File: config.mk
export PLATFORM = sky130hd
export DESIGN_NAME = encoder_16_4_seq
export DESIGN_NICKNAME = d
export VERILOG_FILES = /design/src/rtl/encoder_16_4_seq.sv
export SDC_FILE = /design/constraint.sdc
export NUM_CORES = 1
export LEC_CHECK = 0
export ABC_AREA = 1
export ABC_CLOCK_PERIOD_IN_PS = 2800
export CORE_MARGIN = 4
export CORE_UTILIZATION = 27
export DETAILED_ROUTE_END_ITERATION = 8
export GPL_TIMING_DRIVEN = 0
export SLEW_MARGIN = 15
export SYNTH_ARGS = -nofsm -noshare
export SYNTH_HDL_FRONTEND = slang
export SYNTH_SLANG_ARGS = --single-unit
File: constraint.sdc
create_clock -name clk -period 2.8 [get_ports clk]
set_input_delay 0.84 -clock clk [delete_from_list [all_inputs] [get_ports clk]]
set_output_delay 0.84 -clock clk [all_outputs]
set_load 0.01 [all_outputs]
File: src/rtl/encoder_16_4_seq.sv
// Sequential 16:4 priority encoder: latches request lines into a pending set
// and streams their indices out over a valid/ready handshake.
module encoder_16_4_seq #(
    parameter bit LSB_FIRST = 1'b1
) (
    input  logic        clk,
    input  logic        rst,
    input  logic [15:0] in,
    input  logic        en_in,
    input  logic        out_ready,
    output logic [3:0]  out_idx,
    output logic        out_valid,
    output logic [15:0] pending,
    output logic        overflow
);

    localparam int unsigned N  = 16;
    localparam int unsigned IW = 4;

    typedef enum logic {
        IDLE = 1'b0,
        HOLD = 1'b1
    } state_e;

    state_e          state_q, state_d;
    logic [N-1:0]    pending_q, pending_d;
    logic [IW-1:0]   out_idx_q, out_idx_d;
    logic            overflow_q, overflow_d;

    logic            acc_c;
    logic [N-1:0]    clr_c;
    logic [N-1:0]    cap_c;
    logic [N-1:0]    remain_c;

    // Index of the winning request in v under the configured priority.
    function automatic logic [IW-1:0] prio(input logic [N-1:0] v);
        logic [IW-1:0] idx;
        idx = '0;
        for (int i = 0; i < int'(N); i++) begin
            if (LSB_FIRST) begin
                if (v[N-1-i]) idx = IW'(N - 1 - i);
            end else begin
                if (v[i]) idx = IW'(i);
            end
        end
        return idx;
    endfunction

    // Pending set: retire the accepted index, merge newly captured requests.
    always_comb begin
        acc_c      = (state_q == HOLD) && out_ready;
        clr_c      = acc_c ? (N'(1) << out_idx_q) : '0;
        cap_c      = en_in ? in : '0;
        remain_c   = pending_q & ~clr_c;
        pending_d  = remain_c | cap_c;
        overflow_d = overflow_q | (|(cap_c & remain_c));
    end

    // Output stage: present one index, advance only on handshake.
    always_comb begin
        state_d   = state_q;
        out_idx_d = out_idx_q;
        case (state_q)
            IDLE: begin
                if (|remain_c) begin
                    out_idx_d = prio(remain_c);
                    state_d   = HOLD;
                end
            end
            HOLD: begin
                if (out_ready) begin
                    if (|remain_c) begin
                        out_idx_d = prio(remain_c);
                    end else begin
                        state_d = IDLE;
                    end
                end
            end
            default: state_d = IDLE;
        endcase
    end

    always_ff @(posedge clk) begin
        if (rst) begin
            state_q    <= IDLE;
            pending_q  <= '0;
            out_idx_q  <= '0;
            overflow_q <= 1'b0;
        end else begin
            state_q    <= state_d;
            pending_q  <= pending_d;
            out_idx_q  <= out_idx_d;
            overflow_q <= overflow_d;
        end
    end

    assign out_idx   = out_idx_q;
    assign out_valid = (state_q == HOLD);
    assign pending   = pending_q;
    assign overflow  = overflow_q;

endmodule

==> flow_summary.json, run 1 <==
{
  "finalSetupViolations": 0,
  "cts.clk_slew.worst_paths_ns": 0.08,
  "syn-cell-area_um2": 1210,
  "first_pass_grt_wire_length_um": 5710,
  "cpMostUsedCell": "sky130_fd_sc_hd__nor2_2",
  "timing_worst_slew_pin_value_ns": 0.524,
  "mappedNetlistNets": 183,
  "final_cell_area_um2": 1760,
  "grt_pass1_vias": 1236,
  "cells_traversed_along_the_worst_timing_path": "clkdlybuf4s50_1 > nand2_1 > nor2_2 > inv_2 > o21ai_2 > nand2_2 > nor2_2 > inv_1 > nor2_2 > inv_2 > nor2_4 > nor2_2 > clkinv_4 > nor2_1 > nand2_1 > a21oi_2",
  "clock_tree.root_cell": "sky130_fd_sc_hd__clkbuf_8",
  "timing.final.ws_setup_ns": 0.195,
  "fin_tns_setup_ns": 0,
  "leakagePower_nw": 0.689,
  "cts-buffers-inserted": 3,
  "dr_total_vias": 1237,
  "period_share": 0.930,
  "unrepaired_setup_endpoints_after_global_routing": "no",
  "area.growth.synth_to_final_pct": 45.6,
  "max-vdd-ir-drop_uv": 172,
  "postRouteAntennaNets": 0,
  "finalWeightedCongestion": 0.825,
  "path_buf_inv": 5,
  "antenna_found_initial": 0,
  "max-clock-path-buffers": 2,
  "via_per_inst": 4.74,
  "netlist.area_leader.share": 0.365,
  "synthDistinctLibCells": 29,
  "postSynthCellCount": 163,
  "dieHeight_um": 74.8,
  "place_area_um2": 1670,
  "timing_max_transition_violations_final": 0,
  "worstSetupStartpointType": "primary input",
  "design.final.nets": 230,
  "max-cap-violations": 0,
  "routed_wirelength_um": 3460,
  "run_status": "finished, final reports clean",
  "wl_per_cell_um": 13.3,
  "place_hpwl_um": 2720,
  "dr_wl_met3_um": 232,
  "fp.dieArea_um2": 5600,
  "first_pass_iters": 4,
  "synthesis.area_per_instance_um2": 7.40,
  "post-route-util": 0.406,
  "met1Wirelength_um": 1600,
  "grt_max_degree": 13,
  "max_slew_margin": 0.651,
  "critPathCaptureType": "flip-flop",
  "report.final.hold_viol_count": 0,
  "overflow": 0,
  "highest_count_cells_in_the_layout_ignoring_fill_and_taps": "40 x sky130_fd_sc_hd__nand2_1, 40 x sky130_fd_sc_hd__clkdlybuf4s50_1, 22 x sky130_fd_sc_hd__dfxtp_1",
  "max_clock_freq_ghz": 0.384,
  "drt-initial-drc-count": 66,
  "place_ws_ns": -0.0615,
  "fraction_of_layout_instances_using_a_drive_strength_above_1": 0.211,
  "layout.cells.non_filler": 261,
  "design.portCount": 42,
  "crit_family": "buffers and inverters",
  "core_area_um2": 4320,
  "holdBufCountCts": 0,
  "clock_tree_from_tritoncts": "built",
  "numPortBuffers": 40,
  "critical_path_required_ns": 2.94,
  "synth.ff_latch_count": 22,
  "power.density_nw_per_um2": 492,
  "die_w_um": 74.8,
  "h_tree_lvls": 1,
  "clock-sinks": 22,
  "drt_drc_violations_left": 0,
  "fin_skew_ns": 0.00733,
  "synthesis.yosys.warnings": 0,
  "final_period_minus_worst_setup_slack_ns": 2.60,
  "cp.arrival_ns": 2.75,
  "core.rowCount": 24,
  "critical_path_class": "primary input to flip-flop",
  "floorplan.initialDensity": 0.279,
  "worst_path_max_delay_cell": "sky130_fd_sc_hd__clkdlybuf4s50_1",
  "worst_skew_pair.late_latency_ns": 0.26,
  "crit_fanout": 8,
  "synth_top_cells_by_area": "sky130_fd_sc_hd__dfxtp_1 37%, sky130_fd_sc_hd__nand2_1 12%, sky130_fd_sc_hd__o21ai_2 9.4%, sky130_fd_sc_hd__a21oi_1 8.3%, sky130_fd_sc_hd__o22ai_1 4.1%",
  "synth_seq_area_share": 0.365,
  "grt_usage": 0.133,
  "routed_met2_length_um": 1590,
  "number_of_cells_in_the_design_after_placement": 255,
  "worst_hold_path_type": "flip-flop to flip-flop",
  "crit_path_max_incr_delay_ns": 0.54,
  "post-synth-top-area-cell": "sky130_fd_sc_hd__dfxtp_1",
  "number_of_diodes_added_for_antenna_fixing": 0,
  "top_signal_layer_used": "met4"
}
-- metrics by stage --
stage,total power [W],hold WS (ns)
floorplan,0.000526,0.495
global placement,0.000636,0.479
detailed placement,0.000637,0.487
CTS,0.000870,0.498
global route,0.000926,0.520
finish,0.000864,0.492
-- flip-flops by register name (all words and copies together), names as in the netlist --
| name | count |
|---|---|
| overflow | 1 |
| out_valid | 1 |
| out_idx | 4 |
| pending | 16 |
-- worst register-to-register path: stages (launching register included) --
cell,delay [ns]
sky130_fd_sc_hd__dfxtp_1,0.51
sky130_fd_sc_hd__nand3_1,0.23
sky130_fd_sc_hd__o21ai_4,0.20
sky130_fd_sc_hd__nand2_1,0.07
sky130_fd_sc_hd__nand2_1,0.05
sky130_fd_sc_hd__nand2_1,0.06
sky130_fd_sc_hd__nand2_1,0.06
sky130_fd_sc_hd__nand2_1,0.05
sky130_fd_sc_hd__nand2_1,0.06
sky130_fd_sc_hd__nand2_1,0.06
sky130_fd_sc_hd__nand2_1,0.06
sky130_fd_sc_hd__nand2_1,0.05
sky130_fd_sc_hd__nand2_1,0.06
sky130_fd_sc_hd__nand2_1,0.06
sky130_fd_sc_hd__nand2_1,0.06
sky130_fd_sc_hd__nand2_1,0.04
sky130_fd_sc_hd__nand2_1,0.06
sky130_fd_sc_hd__nand2_1,0.06
sky130_fd_sc_hd__a21oi_2,0.10
-- repair_timing --
item | in CTS | in global routing
setup buffers | 0 | 2
gates resized for setup | 0 | 2
endpoints found under the setup margin | 0 | 1
-- kinds of logic after synthesis --
family | count (synthesis) | synth area share
flip-flops | 22 | 0.365
AND/OR/NAND/NOR | 68 | 0.272
buffers and inverters | 22 | 0.0736
AO/OA/AOI/OAI | 51 | 0.289
-- path summary, 6_finish.rpt --
check	start	end	slack, ns	cells past startpoint
worst min-delay path	overflow	overflow	0.49	2
worst min register to register	overflow	overflow	0.49	2
worst max-delay path	out_ready	out_idx[0]	0.20	16
worst max register to register	out_idx[1]	out_idx[0]	0.84	18
-- cell usage after synthesis --
library cell               number
sky130_fd_sc_hd__clkinv_1       1
sky130_fd_sc_hd__a21oi_2        1
sky130_fd_sc_hd__nand2_2        1
sky130_fd_sc_hd__o21ai_1        1
sky130_fd_sc_hd__nor3_2         2
sky130_fd_sc_hd__o22ai_1        8
sky130_fd_sc_hd__and2_1         1
sky130_fd_sc_hd__dfxtp_1       22
sky130_fd_sc_hd__nand3_4        1
sky130_fd_sc_hd__inv_1          7
sky130_fd_sc_hd__nor2_2         5
sky130_fd_sc_hd__a211oi_2       2
sky130_fd_sc_hd__o21ai_0        2
sky130_fd_sc_hd__o21ai_2       13
sky130_fd_sc_hd__buf_2          1
sky130_fd_sc_hd__nand2_1       40
sky130_fd_sc_hd__a31oi_1        2
sky130_fd_sc_hd__nor2_1         7
sky130_fd_sc_hd__nand3_1        6
sky130_fd_sc_hd__clkinv_4       1
sky130_fd_sc_hd__nor4_1         2
sky130_fd_sc_hd__nor2_4         1
sky130_fd_sc_hd__a21oi_1       20
sky130_fd_sc_hd__clkbuf_1       4
sky130_fd_sc_hd__a211oi_1       1
sky130_fd_sc_hd__inv_2          8
sky130_fd_sc_hd__o21ai_4        1
sky130_fd_sc_hd__nor3_1         1
sky130_fd_sc_hd__nand2_4        1
-- cell type report --
type,count,area (um2)
Buffer,5,20.0
Clock buffer,4,55.1
Fill cell,491,2570
Inverter,17,68.8
Multi-Input combinational cell,119,692
Sequential cell,22,440
Tap cell,52,65.1
Timing Repair Buffer,42,415
-- per-layer routing --
layer,up-vias,global-route usage
met4,0,0.0356
met3,4,0.0254
li1,647,-
met2,37,0.217
met5,-,0
met1,549,0.179
-- report_power, final --
part / switching (W) / leakage (nW) / total, W / internal, W
registers: 0.0000273 / 0.183 / 0.000366 / 0.000339
clock network: 0.000105 / 0.0288 / 0.000230 / 0.000125
logic: 0.000145 / 0.478 / 0.000268 / 0.000123
total: 0.000277 / 0.689 / 0.000864 / 0.000587
No activity file was read; power rests on OpenSTA's default activity.
==> run 2: changes to the inputs <==
--- a/config.mk
+++ b/config.mk
@@ -7,10 +7,12 @@
 export LEC_CHECK = 0
 export ABC_AREA = 1
 export ABC_CLOCK_PERIOD_IN_PS = 2800
+export CAP_MARGIN = 20
 export CORE_MARGIN = 4
-export CORE_UTILIZATION = 27
+export CORE_UTILIZATION = 48
 export DETAILED_ROUTE_END_ITERATION = 8
 export GPL_TIMING_DRIVEN = 0
+export PLACE_DENSITY = 0.84
 export SLEW_MARGIN = 15
 export SYNTH_ARGS = -nofsm -noshare
 export SYNTH_HDL_FRONTEND = slang
==> run 2 against run 1 <==
Via count increased by 7.1%. First-iteration DRC count fell by 44%. Register-to-register slack lost 0.07 ns. Setup slack gained 0.026 ns. Sequential share of layout area rose by 1.2 points. Clock power fell by 22%. Hold slack better by 0.026 ns. Total power fell by 5.6%. Clock-buffer cell count is the same. Core utilization grew 32 points. Final area shrank 4.5%. Critical path type unchanged. Final cell count is 10% lower.
==> flow_summary.json, run 2 (same netlist as run 1, synthesis figures left out) <==
{
  "drt_drc_violations_left": 0,
  "power.density_nw_per_um2": 486,
  "drt-initial-drc-count": 37,
  "finalSetupViolations": 0,
  "design.final.nets": 228,
  "largest_reg_flops": 16,
  "period_share": 0.921,
  "antenna_found_initial": 0,
  "clock_tree_from_tritoncts": "built",
  "grt_usage": 0.214,
  "core.rowCount": 17,
  "grt_pass1_vias": 1337,
  "design.portCount": 42,
  "cts-buffers-inserted": 3,
  "postCtsResizedCells": 0,
  "met1Wirelength_um": 1470,
  "worst_hold_path_type": "flip-flop to flip-flop",
  "report.final.hold_viol_count": 0,
  "number_of_diodes_added_for_antenna_fixing": 0,
  "finalWeightedCongestion": 0.937,
  "crit_fanout": 8,
  "first_pass_iters": 4,
  "top_signal_layer_used": "met4",
  "highest_count_cells_in_the_layout_ignoring_fill_and_taps": "40 x sky130_fd_sc_hd__nand2_1, 40 x sky130_fd_sc_hd__clkdlybuf4s50_1, 22 x sky130_fd_sc_hd__dfxtp_1",
  "area.growth.synth_to_final_pct": 39.1,
  "fin_tns_setup_ns": 0,
  "critical_path_required_ns": 3.00,
  "fp.dieArea_um2": 3380,
  "routed_wirelength_um": 3540,
  "fin_skew_ns": 0.00521,
  "power_report.internal_total_w": 0.000540,
  "cp.arrival_ns": 2.78,
  "max_clock_freq_ghz": 0.388,
  "unrepaired_setup_endpoints_after_global_routing": "no",
  "routed_met2_length_um": 1710,
  "cells_traversed_along_the_worst_timing_path": "clkdlybuf4s50_1 > nand3_4 > o21ai_1 > nand2_1 > nor2_2 > nand2_4 > nor2_4 > nor2_2 > clkinv_4 > nor2_1 > nand2_1 > a21oi_2",
  "place_ws_ns": -0.0939,
  "floorplan.initialDensity": 0.525,
  "wl_per_cell_um": 15.1,
  "postRouteAntennaNets": 0,
  "via_per_inst": 5.64,
  "holdBufCountCts": 0,
  "first_pass_grt_wire_length_um": 5740,
  "post-route-util": 0.730,
  "max-cap-violations": 0,
  "timing_worst_slew_pin_value_ns": 0.513,
  "dieHeight_um": 58.1,
  "place_hpwl_um": 2760,
  "final_cell_area_um2": 1680,
  "cts.clk_slew.worst_paths_ns": 0.13,
  "power.share.sequential": 0.450,
  "final_period_minus_worst_setup_slack_ns": 2.58,
  "fraction_of_layout_instances_using_a_drive_strength_above_1": 0.203,
  "clock-sinks": 22,
  "clock_tree.root_cell": "sky130_fd_sc_hd__clkbuf_4",
  "numPortBuffers": 40,
  "leakagePower_nw": 0.671,
  "crit_path_max_incr_delay_ns": 0.55,
  "grt_max_degree": 13,
  "max_slew_margin": 0.658,
  "worst_skew_pair.late_latency_ns": 0.32,
  "core_area_um2": 2300,
  "power.switching_fraction": 0.338,
  "max-clock-path-buffers": 2,
  "dr_total_vias": 1325,
  "timing.final.ws_setup_ns": 0.221,
  "h_tree_lvls": 1,
  "place_area_um2": 1640,
  "critPathCaptureType": "flip-flop",
  "dr_wl_met3_um": 279,
  "worst_path_max_delay_cell": "sky130_fd_sc_hd__clkdlybuf4s50_1",
  "power.share.clock": 0.221,
  "die_w_um": 58.1,
  "worstSetupStartpointType": "primary input",
  "max-vdd-ir-drop_uv": 298,
  "timing_max_transition_violations_final": 0,
  "overflow": 0,
  "run_status": "finished, final reports clean",
  "post-cts-setup-buffer-count": 0,
  "p_sw_w": 0.000276,
  "critical_path_class": "primary input to flip-flop",
  "share_comb_of_total_power": 0.329
}
==> run 2: cell count changes in the layout (fill, tap and decap cells not counted) <==
cell and delta:
sky130_fd_sc_hd__clkbuf_4 +3, sky130_fd_sc_hd__buf_4 -2, sky130_fd_sc_hd__o21ai_4 -2, sky130_fd_sc_hd__o21ai_2 +2, sky130_fd_sc_hd__clkbuf_8 -3
==> run 2: final cells by class <==
class,count,area [um2]
multi-input cells,119,677
clock buffers,4,36.3
plain buffers,5,20.0
fillers,194,619
well taps,28,35.0
inverters,17,68.8
flip-flops and latches,22,440
repair buffers,40,400
==> run 2: path summary, 6_finish.rpt <==
check,start,endpoint,slack [ns],cells after the start
setup / recovery,out_ready,out_idx[0],0.22,12
hold / removal,overflow,overflow,0.52,2
setup reg to reg,out_idx[0],out_idx[0],0.77,17
hold reg to reg,overflow,overflow,0.52,2
==> run 2: per-layer routing <==
metal	up-vias	track usage
met1	605	0.258
met5	-	0
li1	647	-
met3	9	0.0379
met2	64	0.368
met4	0	0.0993
==> run 2: power by group through the flow <==
stage | logic, W | clock network, W | registers (W)
floorplan | 0.000145 | 0 | 0.000381
global placement | 0.000259 | 0 | 0.000371
detailed placement | 0.000265 | 0 | 0.000373
CTS | 0.000268 | 0.000181 | 0.000366
global route | 0.000291 | 0.000190 | 0.000370
finish | 0.000268 | 0.000180 | 0.000367
==> run 2: metrics by stage <==
step	total power, W	instances	hold slack [ns]
3_3_place_gp	0.000630	231	0.471
5_1_grt	0.000852	235	0.532
6_report	0.000816	235	0.518
4_1_cts	0.000815	235	0.505
2_1_floorplan	0.000526	163	0.495
3_5_place_dp	0.000638	231	0.486
==> run 2: critical path: cells and delay by family <==
family | cells | cell delay (ns)
and+or+nand+nor | 8 | 0.93
buffers and inverters | 2 | 0.62
AOI/OAI and AO/OA | 2 | 0.40
